**src/rtl/apb_irq_unit.sv**
```systemverilog
`default_nettype none
// ============================================================================
//  Module   : apb_irq_unit
//  Brief    : APB interrupt collector with level/edge capture, masking and a
//             lowest-index-first request/acknowledge handshake to the core.
//  Revision : 1.0 - initial release
// ============================================================================
module apb_irq_unit #(
    parameter int APB_ADDR_WIDTH = 12,
    parameter int NUM_IRQ        = 8
) (
    input  logic                      HCLK,
    input  logic                      HRESETn,
    input  logic [APB_ADDR_WIDTH-1:0] PADDR,
    input  logic [31:0]               PWDATA,
    input  logic                      PWRITE,
    input  logic                      PSEL,
    input  logic                      PENABLE,
    output logic [31:0]               PRDATA,
    output logic                      PREADY,
    output logic                      PSLVERR,
    input  logic [NUM_IRQ-1:0]        irq_src_i,
    output logic                      core_irq_req_o,
    output logic [4:0]                core_irq_id_o,
    input  logic                      core_irq_ack_i,
    input  logic [4:0]                core_irq_ack_id_i
);

    localparam logic [1:0] c_st_idle = 2'd0;
    localparam logic [1:0] c_st_req  = 2'd1;
    localparam logic [1:0] c_st_ack  = 2'd2;

    localparam logic [2:0] c_idx_mask  = 3'd0;
    localparam logic [2:0] c_idx_pend  = 3'd1;
    localparam logic [2:0] c_idx_pset  = 3'd2;
    localparam logic [2:0] c_idx_pclr  = 3'd3;
    localparam logic [2:0] c_idx_edge  = 3'd4;
    localparam logic [2:0] c_idx_stat  = 3'd5;

    logic [NUM_IRQ-1:0] r_src_q;
    logic [NUM_IRQ-1:0] r_pending;
    logic [NUM_IRQ-1:0] r_mask;
    logic [NUM_IRQ-1:0] r_edge_sel;
    logic [1:0]         r_state;
    logic [4:0]         r_id_q;
    logic               r_req;

    logic               w_wr_en;
    logic               w_rd_en;
    logic [2:0]         w_idx;
    logic [NUM_IRQ-1:0] w_hw_set;
    logic [NUM_IRQ-1:0] w_sw_set;
    logic [NUM_IRQ-1:0] w_sw_clr;
    logic [NUM_IRQ-1:0] w_ack_clr;
    logic [NUM_IRQ-1:0] w_active;
    logic [4:0]         w_cand;
    logic               w_id_active;
    logic               w_ack_valid;
    logic [1:0]         w_state_n;
    logic [4:0]         w_id_n;
    logic               w_unused;

    assign PREADY  = 1'b1;
    assign PSLVERR = 1'b0;

    assign w_idx    = PADDR[4:2];
    assign w_wr_en  = PSEL & PENABLE & PWRITE;
    assign w_rd_en  = PSEL & PENABLE & ~PWRITE;
    assign w_unused = ^{PADDR, PWDATA};

    // Edge mode only fires on the cycle the source goes from low to high.
    assign w_hw_set = irq_src_i & (~r_edge_sel | ~r_src_q);
    assign w_sw_set = (w_wr_en && w_idx == c_idx_pset) ? PWDATA[NUM_IRQ-1:0] : '0;
    assign w_sw_clr = (w_wr_en && w_idx == c_idx_pclr) ? PWDATA[NUM_IRQ-1:0] : '0;
    assign w_active = r_pending & r_mask;

    assign w_ack_valid = (r_state == c_st_req) && core_irq_ack_i &&
                         (core_irq_ack_id_i == r_id_q);

    always_comb begin
        w_cand = '0;
        for (int i = NUM_IRQ - 1; i >= 0; i--) begin
            if (w_active[i]) begin
                w_cand = 5'(i);
            end
        end
    end

    always_comb begin
        w_ack_clr   = '0;
        w_id_active = 1'b0;
        for (int i = 0; i < NUM_IRQ; i++) begin
            if (r_id_q == 5'(i)) begin
                w_id_active  = w_active[i];
                w_ack_clr[i] = w_ack_valid;
            end
        end
    end

    always_comb begin
        w_state_n = r_state;
        w_id_n    = r_id_q;
        case (r_state)
            c_st_idle: begin
                if (|w_active) begin
                    w_id_n    = w_cand;
                    w_state_n = c_st_req;
                end
            end
            c_st_req: begin
                // A latched request is never preempted; it only ends by ack or withdrawal.
                if (w_ack_valid) begin
                    w_state_n = c_st_ack;
                end else if (!w_id_active) begin
                    w_state_n = c_st_idle;
                end
            end
            c_st_ack: begin
                if (|w_active) begin
                    w_id_n    = w_cand;
                    w_state_n = c_st_req;
                end else begin
                    w_state_n = c_st_idle;
                end
            end
            default: w_state_n = c_st_idle;
        endcase
    end

    always_ff @(posedge HCLK or negedge HRESETn) begin
        if (!HRESETn) begin
            r_src_q    <= '0;
            r_pending  <= '0;
            r_mask     <= '0;
            r_edge_sel <= '0;
            r_state    <= c_st_idle;
            r_id_q     <= '0;
            r_req      <= 1'b0;
        end else begin
            r_src_q   <= irq_src_i;
            // Any set source wins over any clear in the same cycle.
            r_pending <= w_hw_set | w_sw_set | (r_pending & ~(w_sw_clr | w_ack_clr));
            if (w_wr_en && w_idx == c_idx_mask) begin
                r_mask <= PWDATA[NUM_IRQ-1:0];
            end
            if (w_wr_en && w_idx == c_idx_edge) begin
                r_edge_sel <= PWDATA[NUM_IRQ-1:0];
            end
            r_state <= w_state_n;
            r_id_q  <= w_id_n;
            r_req   <= (w_state_n == c_st_req);
        end
    end

    assign core_irq_req_o = r_req;
    assign core_irq_id_o  = r_id_q;

    always_comb begin
        PRDATA = '0;
        if (w_rd_en) begin
            case (w_idx)
                c_idx_mask: PRDATA = 32'(r_mask);
                c_idx_pend: PRDATA = 32'(r_pending);
                c_idx_edge: PRDATA = 32'(r_edge_sel);
                c_idx_stat: PRDATA = {26'b0, r_req, r_id_q};
                default:    PRDATA = '0;
            endcase
        end
    end

endmodule
`default_nettype wire
```
**config.mk**
```make
export PLATFORM = sky130hd
export DESIGN_NAME = apb_irq_unit
export DESIGN_NICKNAME = d
export VERILOG_FILES = /design/src/rtl/apb_irq_unit.sv
export SDC_FILE = /design/constraint.sdc
export NUM_CORES = 1
export LEC_CHECK = 0
export ABC_AREA = 1
export CAP_MARGIN = 5
export CELL_PAD_IN_SITES_DETAIL_PLACEMENT = 1
export CELL_PAD_IN_SITES_GLOBAL_PLACEMENT = 1
export CORE_MARGIN = 3
export CORE_UTILIZATION = 31
export CTS_BUF_LIST = sky130_fd_sc_hd__clkbuf_16
export CTS_CLUSTER_SIZE = 40
export DETAILED_ROUTE_END_ITERATION = 8
export PLACE_DENSITY_LB_ADDON = 0.1
export SETUP_SLACK_MARGIN = 0.1
export SKIP_LAST_GASP = 1
export SLEW_MARGIN = 20
export SYNTH_ARGS = -nofsm -noshare
export SYNTH_HDL_FRONTEND = slang
export SYNTH_SLANG_ARGS = --single-unit
```
**constraint.sdc**
```tcl
create_clock -name HCLK -period 1.9 [get_ports HCLK]
set_input_delay 0.38 -clock HCLK [delete_from_list [all_inputs] [get_ports HCLK]]
set_output_delay 0.38 -clock HCLK [all_outputs]
set_load 0.05 [all_outputs]
```
# After elaboration in Yosys (flattened, before gate mapping)
# Index checks and enable logic that the tools add are counted.
# totals
reg_bits,40
in_bits,63
output_inout_bits,40
# classes
eq_ne,16
n_mux,33
bitwise,14
n_reduce_logical,12
# ops
operator,n
$or A8 B8 Y8,4
$pmux W8 S4,1
$mux W5,6
$and A8 B8 Y8,3
$mux W8,3
$not A8 Y8,3
$eq A5 B3 Y1 const B,4
$mux W1,17
$eq A5 B2 Y1 const B,2
$reduce_or A8 Y1,1
$eq A3 B2 Y1 const B,2
$eq A3 B3 Y1 const B,2
$logic_and A1 B1 Y1,6
$mux W2,3
$mux W3,2
$pmux W2 S3,1
$eq A5 B1 Y1 const B,1
$eq A5 B5 Y1,1
$logic_not A5 Y1,1
$eq A2 B1 Y1 const B,2
$and A1 B1 Y1,3
$eq A3 B1 Y1 const B,1
$logic_not A3 Y1,1
$eq A2 B2 Y1 const B,1
other kinds (4),4

# Longest topological paths before layout
# Gate-level depths: netlist of run 1.
# depth
word_depth,13
mapped_depth,10

# Least setup slack after synthesis of run 1
# OpenSTA, ideal clock, no wires.
# synth_path
path_kind,register to output
startpoint,register r_id_q[2] (netlist: core_irq_id_o[2])
endpoint,output PRDATA[2]
arrival_ps,1781
setup_slack_ps,-261
stages_incl_launch_ff,4
path_buffers,1
cell_sequence,dfrtp_1 > buf_6 > nand3_1 > a41oi_1
# synth_between
elab_chain_len,2
# synth_rtl
item,line,source
"start, declared",45,logic [4:0] r_id_q;
"start signal, assigned",150,r_id_q <= w_id_n;
$pmux W8 S4,161,case (w_idx)
$mux W8,160,if (w_rd_en) begin
"end, declared",19,"output logic [31:0] PRDATA,"
# No other way between the ends.

# Worst setup path after layout of run 1
# layout_path
startpoint,input PADDR[3]
endpoint,output PRDATA[2]
# layout_between
elab_chain_len,3
elab_cells_between_ends,6
classes_between,3 x eq/ne; 2 x mux; 1 x reduce/logical
# layout_rtl
item,line,source
"start, declared",14,"input logic [APB_ADDR_WIDTH-1:0] PADDR,"
"$eq A3 B3 Y1, or another cell as far along",161,
$pmux W8 S4 *,161,
$mux W8 *,160,
# Every way passes the cells marked *; elsewhere a longest branch is shown, timed or not.

==> flow_summary.toml, run 1 <==
[final_layout]
nets = 431
drive_above_1_share_pct = 22.76
syn_to_final_growth_pct = 41.65
num_antenna_cells = 0
mostFrequentLayoutCell = "nand2_1"
final_cell_mix = "nand2_1 (88), dfrtp_1 (36), conb_1 (28)"
fillCellCount = 863

[critical_path]
critPathCaptureType = "output port"
cp.required_ns = 1.52
worstPathCellList = "buf_4 -> nor2_4 -> nand2_1 -> inv_2 -> nand2_1 -> a41oi_4 -> buf_12"
cpPeakStageDelay_ns = 0.25
crit_path_top_delay_cell = "a41oi_4"
critical_path_class = "in2out"
cp_top_family = "buffers and inverters"
reg2reg_from = "core_irq_id_o[2]"
worstPathMaxFanout = 5
setup.worst_path.start = "PADDR[3]"
path_common_cell = "nand2_1"
critPathLaunchType = "input pin"
crit_buf_inv = 3
regToRegSetupSlack_ns = 0.43
crit_arrival_ns = 1.37

[placed_design]
dp_hpwl_um = 5186
place_congestion = 0.8280
portBuffers = 41
pre_cts_ws_ns = -0.3147

[run_status]
status = "finished, final reports clean"

[hold_path]
hold_class = "in2async"

[synth]
syn_inst = 305
yosys.area.top_type = "dfrtp_1"
synth-simple-area-share_pct = 29.04
yosysSeqAreaShare_pct = 41.48
synth_top_family_by_area = "simple AND/OR/NAND/NOR gates"
synth_area_mm2 = 0.002292
synthTopCellsByArea = "dfrtp_1 (41%), nand2_1 (15%), buf_4 (9.8%), inv_1 (4.4%), o21ai_0 (3.7%)"
synth_compound_area_share_pct = 12.94
synthAdderAreaFrac_pct = 0
synth-xor-area-share_pct = 0
synthDominantCellAreaShare_pct = 41.48
synth_area_per_cell_um2 = 7.515
ys_ff_latch = 38
ys_warn_count = 0
yosysUniqueCellTypes = 29
synth.area.mux_share_pct = 0

[drt]
wl_per_cell_um = 14.12
viasPerCell = 4.587
drt_iter0_drc = 99
ant_nets = 0
drt_pass1_iterations = 4
finalWirelength_um = 6565
drc_errors = 0
num_vias = 2133

[timing]
drv_slew = 0
hold_viol = 0
finalCriticalPeriod_ns = 1.754
layout_worst_path_cycle_share_pct = 92.29
rsz0062_at_grt = "yes"
hold_ws_ns = 0.4898
worst_slack_ns = 0.1464
fmax_mhz = 570.3
finalSetupViolCount = 0
skew_ns = 0.006675

[clock_tree]
cts.sinks = 38
cts_root_buffer = "clkbuf_16"
numCtsBuffers = 5
clk-insertion-delay-late_ns = 0.28
clk_pin_slew_worst_paths_ns = 0.06
cts_tree = "done"
clockBufferDepth = 2
h-tree-depth = 2

[floorplanning]
core_mm2 = 0.006982
initial_utilization_pct = 32.83
chipHeight_um = 91.99
io_pins = 103
die-area_mm2 = 0.008462
fp.dieW_um = 91.99
fp-row-count = 30

[pwr]
vdd_ir_drop_max_mv = 0.5274
total_power_uw = 3301
p_per_area_mw_per_mm2 = 1017
cellLeakagePower_uw = 0.001550

[global_routing]
antenna_found_initial = 0
grt_usage_pct = 16.39
grt_first_pass_wirelength_um = 10960
grt_pass1_vias = 2177
gr-total-overflow = 0
grt_max_degree = 20

[flow_run]
drv_cap = 0
[through the flow]
| stage | std cells | instance area (um^2) | utilization, % | setup TNS (ns) |
|---|---|---|---|---|
| 3_5_place_dp | 454 | 2967 | 42.49 | -2.730 |
| 4_1_cts | 465 | 3217 | 46.08 | 0 |
| 5_1_grt | 465 | 3247 | 46.51 | 0 |
| 2_1_floorplan | 331 | 2442 | - | 0 |
| 6_report | 465 | 3247 | 46.51 | 0 |
| 3_3_place_gp | 454 | 2967 | 42.49 | -2.258 |
[timing repair]
item	CTS	global route
setup buffers	2	0
endpoints found under the hold margin	7	0
pin swaps	6	6
gates resized for setup	28	13
endpoints found under the setup margin	8	8
hold buffers	1	0
[power by group]
group	internal, uW	switching [uW]	leakage [uW]
clock	748	328	0.0000915
sequential	941	154	0.000444
combinational	375	754	0.00101
[cell usage after synthesis, drive strengths merged]
master  instances
nand2          98
o21bai          7
o21ai          33
o211ai          1
inv            34
buf            31
nand3          18
clkinv          1
or2             1
a21oi           5
nor3            5
nand4           5
a21boi          1
nor2           20
a41oi           4
dfrtp          38
conb            2
nand3b          1
[metal layers]
layer | global-route usage [%] | wire length [um] | up-vias | part of all wire (%)
li1 | - | - | 1055 | -
met5 | 0 | 0 | - | 0
met4 | 4.827 | 106 | 0 | 1.6
met3 | 2.789 | 333 | 10 | 5.1
met2 | 27.37 | 3132 | 64 | 48
met1 | 21.74 | 2992 | 1004 | 46
[cell type report]
type | count | area, um^2 | area share [%]
clock buffers | 5 | 125.1 | 3.854
clock inverters | 3 | 63.81 | 1.965
inverters | 35 | 140.1 | 4.316
multi-input cells | 227 | 1175 | 36.19
flip-flops and latches | 38 | 953.4 | 29.36
well taps | 96 | 120.1 | 3.699
repair buffers | 61 | 669.4 | 20.62
[cells by family after synthesis]
| kind of cell | after synthesis |
|---|---|
| AND/OR/NAND/NOR | 148 |
| buffers and inverters | 66 |
| AO/OA/AOI/OAI | 51 |
| flip-flops | 38 |
| other | 2 |
[state kept, by name, indices dropped and copies added, names as in the netlist]
register,cells
r_edge_sel,8
r_mask,8
r_pending,8
r_src_q,8
core_irq_id_o,3
r_state,2
core_irq_req_o,1
[worst paths after layout]
check,to,cells past startpoint
max,PRDATA[2],7
min,r_src_q[6],2
max reg2reg,core_irq_req_o,7
min reg2reg,r_mask[0],2
max in group asynchronous,core_irq_id_o[1],3
min in group HCLK,r_mask[0],2
[worst reg2reg max path, delay by kind of cell (launching register included)]
family / cells / cell delay, ns
and+or+nand+nor: 6 / 0.69
DFF: 1 / 0.48
buffers and inverters: 1 / 0.18
No activity file was read; power rests on OpenSTA's default activity.
==> run 2, diff against run 1 <==
- CORE_ASPECT_RATIO: default -> 1.4
- REMOVE_ABC_BUFFERS: default -> 1
- SKIP_CTS_REPAIR_TIMING: default -> 1
==> run 2 against run 1 <==
  * Final cell count is 0.65% higher
  * Sequential cell count stayed put
  * Wire length is 1.2% higher
  * Count of clock-buffer cells in the layout stayed put
  * Total power is 1.1% lower
  * Sequential power hardly changed
  * Critical endpoint unchanged
  * Highest routed layer unchanged
==> flow_summary.toml, run 2 (synthesis results as in run 1) <==
[floorplanning]
chipHeight_um = 107.7
io_pins = 103
initial_utilization_pct = 32.41
die-area_mm2 = 0.008477
fp.dieW_um = 78.68
core_mm2 = 0.007072
fp-row-count = 36

[pwr]
combPwrFrac_pct = 34.2
cellLeakagePower_uw = 0.001593
intPower_uw = 2052
sequentialPowerShare_pct = 32.8
p_per_area_mw_per_mm2 = 1004
vdd_ir_drop_max_mv = 0.4430
switchingPower_uw = 1214
clockPowerShare_pct = 33.0
switching_share_pct = 37.17

[final_layout]
nets = 435
num_antenna_cells = 0
mostFrequentLayoutCell = "nand2_1"
final_util_pct = 45.98
syn_to_final_growth_pct = 41.87
fillCellCount = 879
layout.cells.non_filler = 468
final_cell_mix = "nand2_1 (88), dfrtp_1 (36), conb_1 (28)"
drive_above_1_share_pct = 23.06

[clock_tree]
h-tree-depth = 2
clk-insertion-delay-late_ns = 0.28
numCtsBuffers = 5
clk_pin_slew_worst_paths_ns = 0.06
cts_tree = "done"
cts.sinks = 38
clockBufferDepth = 2
cts_root_buffer = "clkbuf_16"

[critical_path]
critPathLaunchType = "input pin"
critical_path_class = "in2out"
r2r.worst_path.cells = 10
worstPathMaxFanout = 5
crit_arrival_ns = 1.37
critPathCaptureType = "output port"
cp.required_ns = 1.52

[drt]
ant_nets = 0
wl_per_cell_um = 14.20
viasPerCell = 4.598
drc_errors = 0
finalWirelength_um = 6646
num_vias = 2152
drt_iter0_drc = 74
drt_pass1_iterations = 4

[placed_design]
dp.cells = 457
dp_hpwl_um = 5215
portBuffers = 41
place_congestion = 0.8647

[timing]
fmax_mhz = 570.8
layout_worst_path_cycle_share_pct = 92.20
hold_ws_ns = 0.04215
skew_ns = 0.004419
finalSetupViolCount = 0
drv_slew = 0
finalCriticalPeriod_ns = 1.752
rsz0062_at_grt = "yes"
hold_viol = 0

[run_status]
status = "finished, final reports clean"

[global_routing]
grt_usage_pct = 16.71
antenna_found_initial = 0
gr-total-overflow = 0
grt_first_pass_wirelength_um = 10900
grt_max_degree = 22
grt_pass1_vias = 2234

[hold_path]
hold_class = "in2async"

[flow_run]
drv_cap = 0
[run 2: cell types whose count changed in the layout (fill, tap and decap cells not counted), sizes merged]
cell,change
dlygate4sd3,-1
dlymetal6s2s,+3
clkinvlp,+1
dlygate4sd2,-3
buf,+4
[run 2: power by group through the flow]
stage          Combinational (uW)  Clock (uW)  Sequential (uW)
2_1_floorplan                 601           0             1200
3_3_place_gp                 1090           0             1080
3_5_place_dp                 1110           0             1080
4_1_cts                      1110        1110             1070
5_1_grt                      1230        1140             1100
6_report                     1120        1080             1070
[run 2: final cells by class]
type | count | area [um^2] | area share, %
clock buffer | 5 | 125.1 | 3.848
multi-input combinational | 227 | 1136 | 34.94
sequential | 38 | 953.4 | 29.32
tap | 95 | 118.9 | 3.655
timing repair buffer | 64 | 704.4 | 21.66
clock inverter | 3 | 63.81 | 1.962
timing repair inverter | 1 | 7.507 | 0.2309
inverter | 35 | 142.6 | 4.386
[run 2: worst paths after layout]
kind | from | to | slack [ns]
max | PADDR[3] | PRDATA[2] | 0.15
min | HRESETn | r_src_q[7] | 0.04
max reg2reg | core_irq_id_o[1] | core_irq_req_o | 0.47
min reg2reg | r_edge_sel[3] | r_edge_sel[3] | 0.53
max in group asynchronous | HRESETn | r_pending[1] | 1.39
min in group HCLK | r_edge_sel[3] | r_edge_sel[3] | 0.53
[run 2: worst max-delay path, stage by stage]
cell,delay (ns)
buf_4,0.15
nor2_4,0.10
nand2_2,0.11
inv_4,0.11
nand2_1,0.06
a41oi_2,0.18
buf_4,0.15
buf_12,0.12
[run 2: metrics by stage]
| step | total power (uW) | TNS [ns] | worst slack [ns] | instance area, um^2 |
|---|---|---|---|---|
| 6_report | 3266 | 0 | 0.1482 | 3252 |
| 5_1_grt | 3473 | 0 | 0.07408 | 3252 |
| 4_1_cts | 3296 | -2.862 | -0.4585 | 3132 |
| 3_5_place_dp | 2193 | -3.149 | -0.4127 | 2943 |
| 3_3_place_gp | 2170 | -2.589 | -0.4050 | 2943 |
| 2_1_floorplan | 1799 | -0.9059 | -0.2921 | 2153 |
[run 2: layer usage]
layer  GRT usage, %  vias up  routed length, um
met1          19.87     1038               2817
met2          30.44       47               3490
li1               -     1060                  -
met3          2.261        7                239
met4          5.625        0                 99
met5              0        -                  0
